### src/rtl/piso_pkg.sv
// Shared types and helpers for the piso_tx serial transmitter.
package piso_pkg;

    typedef enum logic [1:0] {
        ST_IDLE   = 2'd0,
        ST_SHIFT  = 2'd1,
        ST_PARITY = 2'd2
    } piso_state_e;

    // Bits needed to hold 0..value-1; never less than one bit.
    function automatic int clog2(input int value);
        int r;
        r = 1;
        for (int i = 1; i < 31; i++) begin
            if ((1 << i) < value) r = i + 1;
        end
        return r;
    endfunction

endpackage

### src/rtl/piso_tx_if.sv
// Word-in / bit-out bus of piso_tx. valid/ready: a word moves on the rising edge
// where din_valid && din_ready; the source holds din stable until that edge.
interface piso_tx_if
    import piso_pkg::*;
#(
    parameter int WIDTH = 4
);
    logic [WIDTH-1:0] din;
    logic             din_valid;
    logic             din_ready;
    logic             dout;
    logic             dout_valid;
    logic             frame_start;
    logic             busy;
    piso_state_e      state;

    modport master (
        output din, din_valid,
        input  din_ready, dout, dout_valid, frame_start, busy, state
    );

    modport slave (
        input  din, din_valid,
        output din_ready, dout, dout_valid, frame_start, busy, state
    );
endinterface

### src/rtl/piso_bitcnt.sv
// Load/decrement bit counter for piso_tx; last flags the final data bit.
module piso_bitcnt
    import piso_pkg::*;
#(
    parameter int WIDTH = 4,
    parameter int CW    = clog2(WIDTH)
) (
    input  logic          clk,
    input  logic          clr_n,
    input  logic          load_i,
    input  logic          dec_i,
    output logic [CW-1:0] cnt_o,
    output logic          last_o
);
    logic [CW-1:0] cnt_q, cnt_d;

    // Saturates at zero: the zero count always reloads or leaves SHIFT.
    always_comb begin
        cnt_d = cnt_q;
        if (load_i) begin
            cnt_d = CW'(WIDTH - 1);
        end else if (dec_i && (cnt_q != '0)) begin
            cnt_d = cnt_q - CW'(1);
        end
    end

    always_ff @(posedge clk or negedge clr_n) begin
        if (!clr_n) begin
            cnt_q <= '0;
        end else begin
            cnt_q <= cnt_d;
        end
    end

    assign cnt_o  = cnt_q;
    assign last_o = (cnt_q == '0);
endmodule

### src/rtl/piso_tx.sv
// Parallel-in serial-out transmitter, gap-free back-to-back words.
// Define PIS_TX_PAR_EN to append an even-parity bit after each word.
module piso_tx
    import piso_pkg::*;
#(
    parameter int WIDTH     = 4,
    parameter bit MSB_FIRST = 1'b1
) (
    input  logic     clk,
    input  logic     clr_n,
    piso_tx_if.slave bus
);
    localparam int CW = clog2(WIDTH);

    piso_state_e      state_q, state_d;
    logic [WIDTH-1:0] shreg_q, shreg_d;
    logic             dout_q, dout_d;
    logic             dv_q, dv_d;
    logic             fs_q, fs_d;
    logic             busy_q, busy_d;
    logic [CW-1:0]    cnt;
    logic             last;
    logic             ready;
    logic             accept;
`ifdef PIS_TX_PAR_EN
    logic             par_q, par_d;
`endif

    function automatic logic head(input logic [WIDTH-1:0] w);
        return MSB_FIRST ? w[WIDTH-1] : w[0];
    endfunction

    function automatic logic [WIDTH-1:0] advance(input logic [WIDTH-1:0] w);
        return MSB_FIRST ? {w[WIDTH-2:0], 1'b0} : {1'b0, w[WIDTH-1:1]};
    endfunction

    always_comb begin
        ready = 1'b0;
        if (clr_n) begin
            case (state_q)
                ST_IDLE:   ready = 1'b1;
`ifdef PIS_TX_PAR_EN
                ST_SHIFT:  ready = 1'b0;
                ST_PARITY: ready = 1'b1;
`else
                ST_SHIFT:  ready = last;
`endif
                default:   ready = 1'b0;
            endcase
        end
    end

    assign accept = bus.din_valid && ready;

    piso_bitcnt #(.WIDTH(WIDTH), .CW(CW)) u_bitcnt (
        .clk    (clk),
        .clr_n  (clr_n),
        .load_i (accept),
        .dec_i  ((state_q == ST_SHIFT) && !accept),
        .cnt_o  (cnt),
        .last_o (last)
    );

    // The register keeps the not-yet-sent bits; dout_q holds the bit on the wire.
    always_comb begin
        state_d = state_q;
        shreg_d = shreg_q;
        dout_d  = 1'b0;
        dv_d    = 1'b0;
        fs_d    = 1'b0;
        busy_d  = 1'b0;
`ifdef PIS_TX_PAR_EN
        par_d   = par_q;
`endif
        if (accept) begin
            state_d = ST_SHIFT;
            shreg_d = advance(bus.din);
            dout_d  = head(bus.din);
            dv_d    = 1'b1;
            fs_d    = 1'b1;
            busy_d  = 1'b1;
`ifdef PIS_TX_PAR_EN
            par_d   = ^bus.din;
`endif
        end else begin
            case (state_q)
                ST_SHIFT: begin
                    if (!last) begin
                        shreg_d = advance(shreg_q);
                        dout_d  = head(shreg_q);
                        dv_d    = 1'b1;
                        busy_d  = 1'b1;
                    end else begin
`ifdef PIS_TX_PAR_EN
                        state_d = ST_PARITY;
                        dout_d  = par_q;
                        dv_d    = 1'b1;
                        busy_d  = 1'b1;
`else
                        state_d = ST_IDLE;
`endif
                    end
                end
                default: state_d = ST_IDLE;
            endcase
        end
    end

    always_ff @(posedge clk or negedge clr_n) begin
        if (!clr_n) begin
            state_q <= ST_IDLE;
            shreg_q <= '0;
            dout_q  <= 1'b0;
            dv_q    <= 1'b0;
            fs_q    <= 1'b0;
            busy_q  <= 1'b0;
`ifdef PIS_TX_PAR_EN
            par_q   <= 1'b0;
`endif
        end else begin
            state_q <= state_d;
            shreg_q <= shreg_d;
            dout_q  <= dout_d;
            dv_q    <= dv_d;
            fs_q    <= fs_d;
            busy_q  <= busy_d;
`ifdef PIS_TX_PAR_EN
            par_q   <= par_d;
`endif
        end
    end

    assign bus.din_ready   = ready;
    assign bus.dout        = dout_q;
    assign bus.dout_valid  = dv_q;
    assign bus.frame_start = fs_q;
    assign bus.busy        = busy_q;
    assign bus.state       = state_q;
endmodule
### src/flat_wrapper.sv
// flat-port wrapper written by rule: the top's interface ports become plain ports
module piso_tx_flat import piso_pkg::*;
#(
    parameter int WIDTH     = 4,
    parameter bit MSB_FIRST = 1'b1
)
  (clk, clr_n, bus_din, bus_din_valid, bus_din_ready, bus_dout, bus_dout_valid, bus_frame_start, bus_busy, bus_state);
  piso_tx_if #(.WIDTH(WIDTH)) bus_i ();
  input  logic clk;
  input  logic clr_n;
  input wire logic [$bits(bus_i.din)-1:0] bus_din;
  input wire logic [$bits(bus_i.din_valid)-1:0] bus_din_valid;
  output wire logic [$bits(bus_i.din_ready)-1:0] bus_din_ready;
  output wire logic [$bits(bus_i.dout)-1:0] bus_dout;
  output wire logic [$bits(bus_i.dout_valid)-1:0] bus_dout_valid;
  output wire logic [$bits(bus_i.frame_start)-1:0] bus_frame_start;
  output wire logic [$bits(bus_i.busy)-1:0] bus_busy;
  output wire logic [$bits(bus_i.state)-1:0] bus_state;
  assign bus_i.din = bus_din;
  assign bus_i.din_valid = bus_din_valid;
  assign bus_din_ready = bus_i.din_ready;
  assign bus_dout = bus_i.dout;
  assign bus_dout_valid = bus_i.dout_valid;
  assign bus_frame_start = bus_i.frame_start;
  assign bus_busy = bus_i.busy;
  assign bus_state = bus_i.state;
  piso_tx #(.WIDTH(WIDTH), .MSB_FIRST(MSB_FIRST)) u_core (.clk(clk), .clr_n(clr_n), .bus(bus_i));
endmodule
### config.mk
export PLATFORM = sky130hd
export DESIGN_NAME = piso_tx_flat
export DESIGN_NICKNAME = d
export VERILOG_FILES = /design/src/rtl/piso_pkg.sv /design/src/rtl/piso_tx_if.sv /design/src/rtl/piso_bitcnt.sv /design/src/rtl/piso_tx.sv /design/src/flat_wrapper.sv
export SDC_FILE = /design/constraint.sdc
export NUM_CORES = 1
export LEC_CHECK = 0
export ABC_AREA = 1
export CAP_MARGIN = 30
export CORE_AREA = 2 2 39 41
export CTS_CLUSTER_SIZE = 20
export DETAILED_ROUTE_END_ITERATION = 7
export DIE_AREA = 0 0 41 43
export HOLD_SLACK_MARGIN = 0.03
export SLEW_MARGIN = 20
export SYNTH_ARGS = -nofsm -noshare
export SYNTH_HDL_FRONTEND = slang
export SYNTH_SLANG_ARGS = --single-unit
### constraint.sdc
create_clock -name clk -period 1.2 [get_ports clk]
set_input_delay 0.3 -clock clk [delete_from_list [all_inputs] [get_ports clk]]
set_output_delay 0.3 -clock clk [all_outputs]
set_load 0.02 [all_outputs]
### Word level (Yosys, flattened, before mapping)

Cells that the tools add are included.

| word-level totals | value |
|---|---|
| output and inout bits | 7 |
| bits of input ports | 7 |
| logic and storage cells | 37 |
| flip-flop bits (word level) | 11 |

| operators by class | value |
|---|---|
| multiplexer cells | 17 |
| reduce and logical (&&, ||, !) cells | 10 |
| equal/unequal tests | 3 |
| add/subtract/negate cells | 1 |

Operators by type and width:

| operator | count |
|---|---|
| two-way mux 4 bit | 3 |
| two-way mux 2 bit | 5 |
| two-way mux 1 bit | 8 |
| nonzero test 2 bit | 3 |
| zero test 2 bit | 2 |
| logical AND 1 bit | 3 |
| inequality test 3 x 1 -> 1 bit, second input constant | 1 |
| == test 2 x 1 -> 1 bit, second input constant | 1 |
| inequality test 2 bit, second input constant | 1 |
| one-hot mux 1 bit (2 select lines) | 1 |
| AND reduction 2 bit | 1 |
| subtractor 2 x 1 -> 2 bit, second input constant | 1 |
| zero test 1 bit | 1 |

### Depth between registers and ports, before layout

| logic depth | value |
|---|---|
| word-level depth | 9 |
| gate-level depth with buffers | 9 |
| depth with buffers taken out | 9 |

### Hierarchy

From an unflattened synthesis, not the netlist that was laid out.

| second synthesis, totals | value |
|---|---|
| cells, all modules | 55 |
| area total of the unflattened synthesis | 466.7 um^2 |

Modules (own cells, without submodules):

| module | area each (um^2) | cells an instance | times used |
|---|---|---|---|
| piso_tx | 354.1 | 40 | 1 |
| piso_bitcnt | 112.6 | 15 | 1 |

### Worst setup path before layout

Ideal clock, no wire load.

| path | value |
|---|---|
| path kind | flip-flop to output port |
| start | reg u_core.u_bitcnt.cnt_q[0], in the netlist u_core.u_bitcnt.cnt_o[0] |
| end | out bus_din_ready |
| stages on the path, launching flop included | 7 |
| data arrival time | 1.024 ns |
| slack | -0.124 ns |
| data required time | 0.900 ns |
| cell sequence | dfrtp_1 > inv_1 > ha_1 > inv_1 > nand2_4 > inv_2 > nor2_1 |

| on the way | value |
|---|---|
| longest elaborated chain between the ends | 3 |

Ends and longest elaborated chain:

| item | RTL line | text |
|---|---|---|
| start: declaration | piso_bitcnt.sv:15 | `logic [CW-1:0] cnt_q, cnt_d;` |
| start signal: assignment | piso_bitcnt.sv:31 | `cnt_q <= cnt_d;` |
| zero test 2 bit | piso_bitcnt.sv:36 | `assign last_o = (cnt_q == '0);` |
| one-hot mux 1 bit (2 select lines) | piso_tx.sv:40 | `case (state_q)` |
| two-way mux 1 bit | piso_tx.sv:39 | `if (clr_n) begin` |
| end: declaration | flat_wrapper.sv:13 | `output wire logic [$bits(bus_i.din_ready)-1:0] bus_din_ready;` |

Every way passes these cells.

### Final worst setup path

Ends and elaborated chain as after synthesis.

==> impl_metrics.toml <==
[floorplan]
dieArea_um2 = 1760
rows = 14
start_util_pct = 29.8
coreArea_um2 = 1380
dieWidth_um = 41
fp.dieH_um = 43
io_pins = 14

[place]
post_dp_cell_area_um2 = 598
gp_congestion = 0.747
portBuffers = 12
hpwl_um = 575
dp_cells = 82
pre_cts_ws_ns = -0.640

[synthesis]
postSynthCellCount = 49
avgSynthCellArea_um2 = 8.43
yosys_warnings = 0
synth_area_leaders = "dfrtp_1 (55%), nand2_1 (15%), inv_1 (8.2%), nand3_1 (3.6%), buf_4 (3.6%)"
yosysTopAreaCell = "dfrtp_1"
syn_nets = 57
yosysTopAreaCellShare_pct = 54.5
netlist_area_um2 = 413
ys_ff_latch = 9
synthDistinctLibCells = 13
ys_seq_area_share_pct = 54.5

[layout]
final_cell_mix = "nand2_1 (17), buf_4 (10), dfrtp_1 (9)"
antennaDiodeCount = 0
finalNonFillerCells = 89
finish.instance_area_um2 = 668
drive_gt1_share_pct = 38.4
mostFrequentLayoutCell = "nand2_1"
fill_cells = 140
nets = 82
area_growth_pct = 61.8

[critical_path]
r2r_cells = 8
rrSetupSlack_ns = 0
required_ns = 0.90
critical_path_class = "flop to output pin"
cp_max_fo = 2
crit_arrival_ns = 1.16
regToRegEndpoint = "u_core.shreg_q[3]$_DFFE_PN0P_"
cp-endpoint = "bus_din_ready"
critPathLaunch = "u_core.u_bitcnt.cnt_o[0]$_DFFE_PN0P_"
r2r_start = "u_core.u_bitcnt.cnt_o[0]$_DFFE_PN0P_"
end_kind = "output pin"
startpoint_type = "flop"

[power]
peakVddDrop_mv = 0.847
p_total_mw = 1.63
power_density_nw_per_um2 = 2440
p_leak_nw = 0.350

[detailed_routing]
antenna_left = 0
first_iter_violations = 7
num_vias = 387
wl_per_cell_um = 9.58
drtPass1Iterations = 5
postRouteWirelength_um = 853
routed_via_density = 4.35
drc = 0

[global_route]
grt_pass1_vias = 373
grt_pass1_wl_um = 1430
track_usage_pct = 12.1
antenna_found_initial = 0
grt_max_degree = 13
gr-total-overflow = 0

[clock_tree]
clk_latency_ns = 0.26
cts_max_level = 1
clk_pin_slew_ns = 0.07
cts-root-buf = "clkbuf_4"
cts_tree = "yes"
clk_path_buf_depth = 2
ctsHoldBuffers = 0
cts_sinks = 9
cts_buffers = 3

[timing]
min_period_ns = 1.46
max_freq_mhz = 683
fin_skew_ns = 0.00542
rsz0062_at_grt = "true"
setup_ws_ns = -0.265
final_hold_viol_count = 0
finalSetupViolCount = 2
min_period_over_period_pct = 122
setup-tns-final_ns = -0.350
finalMaxSlewViolations = 0

[run_status]
violations = "negative setup slack"
status = "complete, but fails checks"

[worst_hold_path]
min_path_type = "input pin to async pin"

[job]
max_cap_viol_count = 0
-- metrics by stage --
stage | hold slack (ns) | util (%)
3_3_place_gp | 0.460 | 43.2
5_1_grt | 0.392 | 48.3
3_5_place_dp | 0.466 | 43.2
2_1_floorplan | 0.00441 | -
6_report | 0.364 | 48.3
4_1_cts | 0.363 | 48.5
-- flip-flops by register name, indices dropped and copies added (netlist names) --
signal / flops
u_core.bus.dout: 1
u_core.bus.state: 1
u_core.bus.frame_start: 1
u_core.bus.busy: 1
u_core.shreg_q: 3
u_core.u_bitcnt.cnt_o: 2
-- repair_timing --
| action | in CTS | in global routing |
|---|---|---|
| setup buffers | 2 | 2 |
| endpoints found under the setup margin | 14 | 11 |
| pin swaps | 1 | 0 |
| endpoints found under the hold margin | 0 | 0 |
| gates resized for setup | 28 | 4 |
-- critical path, stage by stage, from the launching register on --
cell and delay, ns:
dfrtp_1 0.39, inv_2 0.08, ha_4 0.12, inv_2 0.04
nand2_4 0.06, inv_4 0.04, nor2_4 0.07, buf_6 0.11
-- per-layer routing --
metal | track usage [%] | share of wire (%) | vias up
met4 | 10.0 | 1.6 | 0
met3 | 1.57 | 2.5 | 2
li1 | - | - | 194
met2 | 18.1 | 55 | 7
met5 | 0 | 0 | -
met1 | 14.4 | 41 | 184
-- cell families after synthesis --
family          Yosys count  synth area share [%]
compound gates            2                  3.03
flops                     9                  54.5
fa+ha+maj                 1                  3.03
buf+inv                  12                  12.7
other cells               1                 0.908
simple gates             24                  25.8
-- final cells by class --
cell class	count	area, µm²	area share (%)
inverters	10	40.0	5.99
multi-input cells	28	175	26.2
well taps	16	20.0	3.00
repair buffers	22	181	27.2
flip-flops and latches	9	225	33.7
clock buffers	4	26.3	3.93
-- worst min path at each step --
| stage | from | end |
|---|---|---|
| after floorplan | clr_n | u_core.bus.busy$_DFF_PN0_ |
| after global placement | u_core.shreg_q[1]$_DFFE_PN0P_ | u_core.shreg_q[1]$_DFFE_PN0P_ |
| after detailed placement | u_core.shreg_q[1]$_DFFE_PN0P_ | u_core.shreg_q[1]$_DFFE_PN0P_ |
| after CTS | clr_n | u_core.u_bitcnt.cnt_o[1]$_DFFE_PN0P_ |
| after global routing | clr_n | u_core.u_bitcnt.cnt_o[1]$_DFFE_PN0P_ |
| final | clr_n | u_core.u_bitcnt.cnt_o[1]$_DFFE_PN0P_ |
-- Yosys cell counts (all sizes together) --
| library cell | number |
|---|---|
| nand2 | 18 |
| inv | 10 |
| dfrtp | 9 |
| nand3 | 3 |
| buf | 2 |
| nand4 | 2 |
| conb | 1 |
| ha | 1 |
| nor2 | 1 |
| o21a | 1 |
| o21ai | 1 |
-- where the power goes --
part	switching (mW)	internal, mW
sequential	0.0657	0.428
clock	0.108	0.128
combinational	0.472	0.428
total	0.646	0.984
Note: power is estimated with default switching activity, not from simulation.
